### src/rtl/uart_pkg.sv
// Shared register map, control/status bit positions and FSM state types for the APB UART.
package uart_pkg;

   localparam logic [7:0] ADDR_DATA   = 8'h00;
   localparam logic [7:0] ADDR_STATUS = 8'h04;
   localparam logic [7:0] ADDR_CTRL   = 8'h08;
   localparam logic [7:0] ADDR_DIV_LO = 8'h0C;
   localparam logic [7:0] ADDR_DIV_HI = 8'h10;

   localparam int unsigned CTRL_TX_EN    = 0;
   localparam int unsigned CTRL_RX_EN    = 1;
   localparam int unsigned CTRL_PAR_EN   = 2;
   localparam int unsigned CTRL_PAR_ODD  = 3;
   localparam int unsigned CTRL_LOOPBACK = 4;
   localparam int unsigned CTRL_IRQ_RX   = 5;
   localparam int unsigned CTRL_IRQ_TX   = 6;

   localparam int unsigned ST_TX_FULL  = 0;
   localparam int unsigned ST_TX_EMPTY = 1;
   localparam int unsigned ST_RX_FULL  = 2;
   localparam int unsigned ST_RX_EMPTY = 3;
   localparam int unsigned ST_OVERRUN  = 4;
   localparam int unsigned ST_PAR_ERR  = 5;
   localparam int unsigned ST_FRM_ERR  = 6;
   localparam int unsigned ST_TX_BUSY  = 7;

   typedef enum logic [2:0] {TX_IDLE, TX_START, TX_DATA, TX_PARITY, TX_STOP} tx_state_t;
   typedef enum logic [2:0] {RX_IDLE, RX_START, RX_DATA, RX_PARITY, RX_STOP} rx_state_t;

endpackage

### src/rtl/uart_sync_fifo.sv
// Show-ahead synchronous FIFO; push while full is accepted only alongside a pop.
module uart_sync_fifo #(
   parameter int unsigned W     = 8,
   parameter int unsigned DEPTH = 16
) (
   input  logic         clk,
   input  logic         rst,
   input  logic         push,
   input  logic         pop,
   input  logic [W-1:0] din,
   output logic [W-1:0] dout,
   output logic         full,
   output logic         empty
);
   localparam int unsigned AW = (DEPTH > 1) ? $clog2(DEPTH) : 1;

   logic [W-1:0]  mem [DEPTH];
   logic [AW-1:0] wr_ptr, rd_ptr;
   logic [AW:0]   count;
   logic          do_push, do_pop;

   assign empty   = (count == '0);
   assign full    = (count == (AW+1)'(DEPTH));
   assign do_pop  = pop & ~empty;
   assign do_push = push & (~full | do_pop);
   assign dout    = mem[rd_ptr];

   always_ff @(posedge clk) begin
      if (do_push) mem[wr_ptr] <= din;
   end

   always_ff @(posedge clk) begin
      if (rst) begin
         wr_ptr <= '0;
         rd_ptr <= '0;
         count  <= '0;
      end else begin
         if (do_push) wr_ptr <= wr_ptr + 1'b1;
         if (do_pop)  rd_ptr <= rd_ptr + 1'b1;
         if (do_push && !do_pop)      count <= count + 1'b1;
         else if (!do_push && do_pop) count <= count - 1'b1;
      end
   end
endmodule

### src/rtl/apb_uart_core.sv
// APB-slave UART: programmable divisor, char width, optional parity, sticky errors,
// level irq and internal loopback. Single PCLK domain.
module apb_uart_core
   import uart_pkg::*;
#(
   parameter int unsigned DATA_W    = 8,
   parameter int unsigned TX_DEPTH  = 16,
   parameter int unsigned RX_DEPTH  = 16,
   parameter int unsigned DIV_W     = 16,
   parameter int unsigned DIV_RESET = 433
) (
   input  logic       PCLK,
   input  logic       PRESET,
   input  logic       PSEL,
   input  logic       PENABLE,
   input  logic       PWRITE,
   input  logic [7:0] PADDR,
   input  logic [7:0] PWDATA,
   output logic [7:0] PRDATA,
   output logic       PREADY,
   output logic       PSLVERR,
   input  logic       rxd,
   output logic       txd,
   output logic       irq
);
   logic [6:0]       ctrl;
   logic [DIV_W-1:0] div_reg;
   logic             overrun, parity_err, frame_err;
   logic             setup, access, status_rd;
   logic [7:0]       status, rd_mux;

   logic              tx_push, tx_pop, tx_full, tx_empty, tx_tick, tx_par, tx_serial;
   logic [DATA_W-1:0] tx_dout, tx_shift;
   logic [DIV_W-1:0]  tx_cnt;
   logic [2:0]        tx_idx;
   tx_state_t         tx_state, tx_next;

   logic              rx_push, rx_pop, rx_full, rx_empty, rx_tick, rx_in, rx_prev;
   logic              rx_stop_ok, rx_stop_bad, rx_par_bad;
   logic [1:0]        rx_sync;
   logic [DATA_W-1:0] rx_dout, rx_shift;
   logic [DIV_W-1:0]  rx_cnt;
   logic [2:0]        rx_idx;
   rx_state_t         rx_state, rx_next;

   assign PREADY    = 1'b1;
   assign setup     = PSEL & ~PENABLE;
   assign access    = PSEL & PENABLE;
   assign status_rd = setup & ~PWRITE & (PADDR == ADDR_STATUS);
   assign rx_pop    = setup & ~PWRITE & (PADDR == ADDR_DATA);
   assign tx_push   = access & PWRITE & (PADDR == ADDR_DATA);

   always_comb begin
      status              = '0;
      status[ST_TX_FULL]  = tx_full;
      status[ST_TX_EMPTY] = tx_empty;
      status[ST_RX_FULL]  = rx_full;
      status[ST_RX_EMPTY] = rx_empty;
      status[ST_OVERRUN]  = overrun;
      status[ST_PAR_ERR]  = parity_err;
      status[ST_FRM_ERR]  = frame_err;
      status[ST_TX_BUSY]  = (tx_state != TX_IDLE);
   end

   always_comb begin
      rd_mux = '0;
      case (PADDR)
         ADDR_DATA:   rd_mux = rx_empty ? 8'h00 : 8'(rx_dout);
         ADDR_STATUS: rd_mux = status;
         ADDR_CTRL:   rd_mux = {1'b0, ctrl};
         ADDR_DIV_LO: rd_mux = div_reg[7:0];
         ADDR_DIV_HI: rd_mux = 8'(div_reg >> 8);
         default:     rd_mux = '0;
      endcase
   end

   always_ff @(posedge PCLK) begin
      if (PRESET) begin
         PRDATA  <= '0;
         PSLVERR <= 1'b0;
         ctrl    <= 7'h03;
         div_reg <= DIV_W'(DIV_RESET);
      end else begin
         if (setup) begin
            case (PADDR)
               ADDR_DATA:                                  PSLVERR <= PWRITE ? tx_full : rx_empty;
               ADDR_STATUS, ADDR_CTRL, ADDR_DIV_LO, ADDR_DIV_HI: PSLVERR <= 1'b0;
               default:                                    PSLVERR <= 1'b1;
            endcase
            if (!PWRITE) PRDATA <= rd_mux;
         end else if (!access) begin
            PSLVERR <= 1'b0;
         end
         if (access && PWRITE) begin
            case (PADDR)
               ADDR_CTRL:   ctrl         <= PWDATA[6:0];
               ADDR_DIV_LO: div_reg[7:0] <= PWDATA;
               ADDR_DIV_HI: div_reg      <= {PWDATA[DIV_W-9:0], div_reg[7:0]};
               default: ;
            endcase
         end
      end
   end

   uart_sync_fifo #(.W(DATA_W), .DEPTH(TX_DEPTH)) u_tx_fifo (
      .clk(PCLK), .rst(PRESET), .push(tx_push), .pop(tx_pop), .din(PWDATA[DATA_W-1:0]),
      .dout(tx_dout), .full(tx_full), .empty(tx_empty));

   uart_sync_fifo #(.W(DATA_W), .DEPTH(RX_DEPTH)) u_rx_fifo (
      .clk(PCLK), .rst(PRESET), .push(rx_push & ~rx_full), .pop(rx_pop), .din(rx_shift),
      .dout(rx_dout), .full(rx_full), .empty(rx_empty));

   // ---------------- transmitter ----------------
   assign tx_tick = (tx_cnt == '0);

   always_comb begin
      tx_next = tx_state;
      tx_pop  = 1'b0;
      case (tx_state)
         TX_IDLE: if (ctrl[CTRL_TX_EN] && !tx_empty) begin
            tx_next = TX_START;
            tx_pop  = 1'b1;
         end
         TX_START:  if (tx_tick) tx_next = TX_DATA;
         TX_DATA:   if (tx_tick && tx_idx == 3'(DATA_W-1))
                       tx_next = ctrl[CTRL_PAR_EN] ? TX_PARITY : TX_STOP;
         TX_PARITY: if (tx_tick) tx_next = TX_STOP;
         TX_STOP:   if (tx_tick) tx_next = TX_IDLE;
         default:   tx_next = TX_IDLE;
      endcase
   end

   always_ff @(posedge PCLK) begin
      if (PRESET) tx_state <= TX_IDLE;
      else        tx_state <= tx_next;
   end

   always_ff @(posedge PCLK) begin
      if (PRESET) begin
         tx_cnt   <= '0;
         tx_idx   <= '0;
         tx_shift <= '0;
         tx_par   <= 1'b0;
      end else if (tx_pop) begin
         tx_cnt   <= div_reg;
         tx_idx   <= '0;
         tx_shift <= tx_dout;
         tx_par   <= ^tx_dout ^ ctrl[CTRL_PAR_ODD];
      end else if (tx_state != TX_IDLE) begin
         if (tx_tick) begin
            tx_cnt <= div_reg;
            if (tx_state == TX_DATA) tx_idx <= tx_idx + 1'b1;
         end else begin
            tx_cnt <= tx_cnt - 1'b1;
         end
      end
   end

   always_comb begin
      case (tx_state)
         TX_START:  tx_serial = 1'b0;
         TX_DATA:   tx_serial = tx_shift[tx_idx];
         TX_PARITY: tx_serial = tx_par;
         default:   tx_serial = 1'b1;
      endcase
   end

   assign txd = ctrl[CTRL_LOOPBACK] | tx_serial;

   // ---------------- receiver ----------------
   assign rx_in       = ctrl[CTRL_LOOPBACK] ? tx_serial : rx_sync[1];
   assign rx_tick     = (rx_cnt == '0);
   assign rx_stop_ok  = ctrl[CTRL_RX_EN] & (rx_state == RX_STOP) & rx_tick & rx_in;
   assign rx_stop_bad = ctrl[CTRL_RX_EN] & (rx_state == RX_STOP) & rx_tick & ~rx_in;
   assign rx_par_bad  = ctrl[CTRL_RX_EN] & (rx_state == RX_PARITY) & rx_tick &
                        (rx_in != (^rx_shift ^ ctrl[CTRL_PAR_ODD]));
   assign rx_push     = rx_stop_ok;

   always_comb begin
      rx_next = rx_state;
      if (!ctrl[CTRL_RX_EN]) begin
         rx_next = RX_IDLE;
      end else begin
         case (rx_state)
            RX_IDLE:   if (rx_prev && !rx_in) rx_next = RX_START;
            RX_START:  if (rx_tick) rx_next = rx_in ? RX_IDLE : RX_DATA;
            RX_DATA:   if (rx_tick && rx_idx == 3'(DATA_W-1))
                          rx_next = ctrl[CTRL_PAR_EN] ? RX_PARITY : RX_STOP;
            RX_PARITY: if (rx_tick) rx_next = RX_STOP;
            RX_STOP:   if (rx_tick) rx_next = RX_IDLE;
            default:   rx_next = RX_IDLE;
         endcase
      end
   end

   always_ff @(posedge PCLK) begin
      if (PRESET) rx_state <= RX_IDLE;
      else        rx_state <= rx_next;
   end

   // The idle reload of div/2 places the start-bit sample mid-bit after the detected edge.
   always_ff @(posedge PCLK) begin
      if (PRESET) begin
         rx_sync  <= 2'b11;
         rx_prev  <= 1'b1;
         rx_cnt   <= '0;
         rx_idx   <= '0;
         rx_shift <= '0;
      end else begin
         rx_sync <= {rx_sync[0], rxd};
         rx_prev <= rx_in;
         if (rx_state == RX_IDLE) begin
            rx_cnt <= div_reg >> 1;
            rx_idx <= '0;
         end else if (rx_tick) begin
            rx_cnt <= div_reg;
            if (rx_state == RX_DATA) begin
               rx_shift <= {rx_in, rx_shift[DATA_W-1:1]};
               rx_idx   <= rx_idx + 1'b1;
            end
         end else begin
            rx_cnt <= rx_cnt - 1'b1;
         end
      end
   end

   always_ff @(posedge PCLK) begin
      if (PRESET) begin
         overrun    <= 1'b0;
         parity_err <= 1'b0;
         frame_err  <= 1'b0;
         irq        <= 1'b0;
      end else begin
         if (status_rd) begin
            overrun    <= 1'b0;
            parity_err <= 1'b0;
            frame_err  <= 1'b0;
         end
         if (rx_push && rx_full) overrun    <= 1'b1;
         if (rx_par_bad)         parity_err <= 1'b1;
         if (rx_stop_bad)        frame_err  <= 1'b1;
         irq <= (ctrl[CTRL_IRQ_RX] & ~rx_empty) | (ctrl[CTRL_IRQ_TX] & tx_empty);
      end
   end
endmodule

### config.mk
export PLATFORM = sky130hd
export DESIGN_NAME = apb_uart_core
export DESIGN_NICKNAME = d
export VERILOG_FILES = /design/src/rtl/uart_pkg.sv /design/src/rtl/uart_sync_fifo.sv /design/src/rtl/apb_uart_core.sv
export SDC_FILE = /design/constraint.sdc
export NUM_CORES = 1
export LEC_CHECK = 0
export CAP_MARGIN = 25
export CELL_PAD_IN_SITES_DETAIL_PLACEMENT = 1
export CELL_PAD_IN_SITES_GLOBAL_PLACEMENT = 1
export CORE_MARGIN = 5
export CORE_UTILIZATION = 52
export CTS_BUF_LIST = sky130_fd_sc_hd__clkbuf_8 sky130_fd_sc_hd__clkbuf_16
export CTS_CLUSTER_DIAMETER = 100
export DETAILED_ROUTE_END_ITERATION = 8
export MAX_ROUTING_LAYER = met4
export PLACE_DENSITY_LB_ADDON = 0.1
export SLEW_MARGIN = 20
export SYNTH_ARGS = -nofsm -noshare
export SYNTH_HDL_FRONTEND = slang
export SYNTH_HIERARCHICAL = 1
export SYNTH_SLANG_ARGS = --single-unit
### constraint.sdc
create_clock -name PCLK -period 5.2 [get_ports PCLK]
set_input_delay 0.52 -clock PCLK [delete_from_list [all_inputs] [get_ports PCLK]]
set_output_delay 0.52 -clock PCLK [all_outputs]
set_load 0.01 [all_outputs]
==> run metrics <==
Area growth syn-to-layout 12.6%; Post-Syn Area approximately 0.017 mm2; max_slew headroom ~31%; syn_area_per_cell approximately 13 um2; CTS tree built; HP Class flop to flop; vias per cell 6.16; top flop regs u_rx_fifo/mem x128, u_tx_fifo/mem x128; post-synth top area share about 45%; # resized after CTS 0; Core Box Area around 0.032 mm2; critical path cell sequence clkdlybuf4s50_1, or4_1, or3_1, nor2_1, o21ai_2, ha_1, inv_1, ha_1, a21oi_1, a211oi_1, a31oi_1, mux2_2; cell accounting for the most synthesized area edfxtp_1; cts hold-fix bufs 0; Worst-Margin Slew 1.04 ns; Most common cell on crit path ha_1; Post-Syn Instances 1273; Syn Nets ~1300; CTS buffer count 42; vias in the first global route approximately 11000; Netlist cell types approximately 80; PnR Total Power ~6800 uW; part of the power in the clock network between 40 and 50%; latest clock arrival within the worst-skew pair roughly 0.55 ns; Via Count between 10000 and 15000; Fin Setup TNS 0 ns; status completed; Comb power frac around 6.0%; die width 190 um; I/O pin total 34; part of the power in registers between 40% and 50%; Final period util between 70% and 80%; final setup vio count 0; port buffer count 32; starting density of the core between 50% and 60%; final setup margin approximately 1.2 ns; drt drc 0; Routed wire per std cell approximately 24 um; num rows 66; drt initial violations between 700 and 800; H-Tree Depth 2; endpoint class of the critical path flop; RSZ-0062 raised after global routing no; LEAKAGE approximately 0.0063 uW; Setup crit start kind primary input; Post-synth ARST share 0%; post-CTS setup buffer count 0; DP Wirelength a little under 30 mm; Worst Clk Skew 0.0109 ns; Diodes inserted 0; All-Layer GR Usage around a quarter; path depth of the worst reg2reg path 14; Crit Path Max Fanout 6; clk sinks a little under 400; Hold Crit Depth 1; Slowest-stage cell, CP or4_1; prevailing post-synth register cell edfxtp_1; initial antenna violation count 0; P_sw roughly 1500 uW; Pwr Density ~360 mW/mm2; Tmin final approximately 4.0 ns; CTS Buffer Depth 3; GRT overflow 0; fmax between 0.2 and 0.3 GHz; Sw Share between 20% and 30%; Pint between 5000 and 6000 uW; worst hold margin about 0.41 ns; met3 wire length just under 2 mm; CP arrival between 4 and 5 ns; Post-synth EDFFs between 200 and 300; fin util around three fifths; DIE AREA 0.0363 mm2; WL final 43.2 mm; Yosys reg bits between 300 and 400; Crit path largest cell delay around 0.64 ns; met2 WL 21.5 mm; highest routed metal layer met4; critical path data required time ~5.6 ns; Yosys warnings 6; Nets roughly 1300; maxcap violations 0; final count of hold timing violations 0; Final GP Congestion slightly below 0.9; critical setup path kind primary input to flop; DRT Pass-1 Iters 5; pin count of the biggest net entering global routing 68; Die Height 190 um; pre-CTS setup slack 0.671 ns; synth top area cells edfxtp_1 (45%), dfxtp_1 (16%), mux4_2 (8.5%); Clock Tree Root clkbuf_16; count of pins over their slew limit 0; wl on met1 approximately 19 mm; Clk pin slew, worst setup/hold paths 0.06 ns; peak supply drop 0.256 mV; Post-DRT Antenna Nets 0; share of layout cells above drive strength 1 between 10% and 20%; post-synthesis sequential area ratio approximately 61%; first-pass GRT wire length 67.6 mm
## power by group through the flow
| stage | clock network (uW) | logic [uW] | registers (uW) |
|---|---|---|---|
| 6_report | 3030 | 408 | 3350 |
| 5_1_grt | 3240 | 450 | 3350 |
| 4_1_cts | 3090 | 406 | 3340 |
| 3_5_place_dp | 0 | 404 | 3410 |
| 3_3_place_gp | 0 | 396 | 3410 |
| 2_1_floorplan | 0 | 293 | 3400 |
## cell type report
type,instances,area [um2]
fill,3144,13300
clock buffer,49,1160
timing repair buffer,51,460
inverter,25,93.8
multi-input combinational,786,6140
clock inverter,28,267
tap,442,553
sequential,390,10400
## Yosys cell counts (all sizes together) (18+ instances only)
| cell | instances |
|---|---|
| a211oi | 18 |
| a21oi | 63 |
| a22oi | 36 |
| and2 | 25 |
| buf | 18 |
| clkbuf | 54 |
| dfxtp | 134 |
| edfxtp | 256 |
| ha | 26 |
| inv | 24 |
| mux2i | 27 |
| mux4 | 64 |
| nand2 | 100 |
| nand3 | 33 |
| nor2 | 93 |
| nor3 | 31 |
| o21ai | 37 |
| xnor2 | 21 |
## worst paths after layout
check	slack [ns]	end	from
max	1.22	u_rx_fifo/count[4]	PADDR[2]
min	0.41	rx_sync[1]	rx_sync[0]
max reg2reg	1.25	u_rx_fifo/count[4]	rx_cnt[7]
min reg2reg	0.41	rx_sync[1]	rx_sync[0]
## worst max-delay path, delay by kind of cell
family / cells / cell delay [ns]
buf+inv: 2 / 0.63
mux: 1 / 0.35
simple gates: 3 / 1.71
fa+ha+maj: 2 / 0.55
compound gates: 4 / 0.67
## metal layers
metal | vias to the layer above | track usage (%)
li1 | 4924 | -
met1 | 5632 | 33.0
met2 | 276 | 40.8
met3 | 74 | 3.33
met4 | 0 | 6.35
met5 | - | -
## layout by cell type (no fill, tap or decap), types with 18 or more instances in the layout
| cell | synthesis | routed |
|---|---|---|
| a21oi_1 | 63 | 63 |
| mux2i_1 | 27 | 27 |
| a211oi_1 | 18 | 18 |
| buf_4 | 1 | 20 |
| clkdlybuf4s50_1 | 0 | 31 |
| edfxtp_1 | 256 | 256 |
| inv_1 | 24 | 27 |
| clkbuf_16 | 0 | 43 |
| a22oi_1 | 36 | 36 |
| ha_1 | 26 | 26 |
| dfxtp_1 | 134 | 132 |
| xnor2_1 | 21 | 21 |
| mux4_2 | 64 | 64 |
| nand3_1 | 30 | 30 |
| o21ai_0 | 33 | 33 |
| nor2_1 | 92 | 92 |
| and2_1 | 24 | 24 |
| nor3_1 | 29 | 29 |
| nand2_1 | 100 | 100 |
## per-stage QoR
stage | area [um2] | instances
detailed placement | 17600 | 1693
CTS | 19000 | 1770
floorplan | 16900 | 1273
global route | 19000 | 1771
global placement | 17600 | 1693
finish | 19000 | 1771
## kinds of logic after synthesis
family,share of synthesized area (%)
AOI/OAI and AO/OA,9.25
adders and majority gates,2.16
other,0.0222
buffers and inverters,2.46
xor gates and xnor gates,2.23
and+or+nand+nor,12.3
muxes,10.3
DFF,61.3
Note: power is estimated with default switching activity, not from simulation.
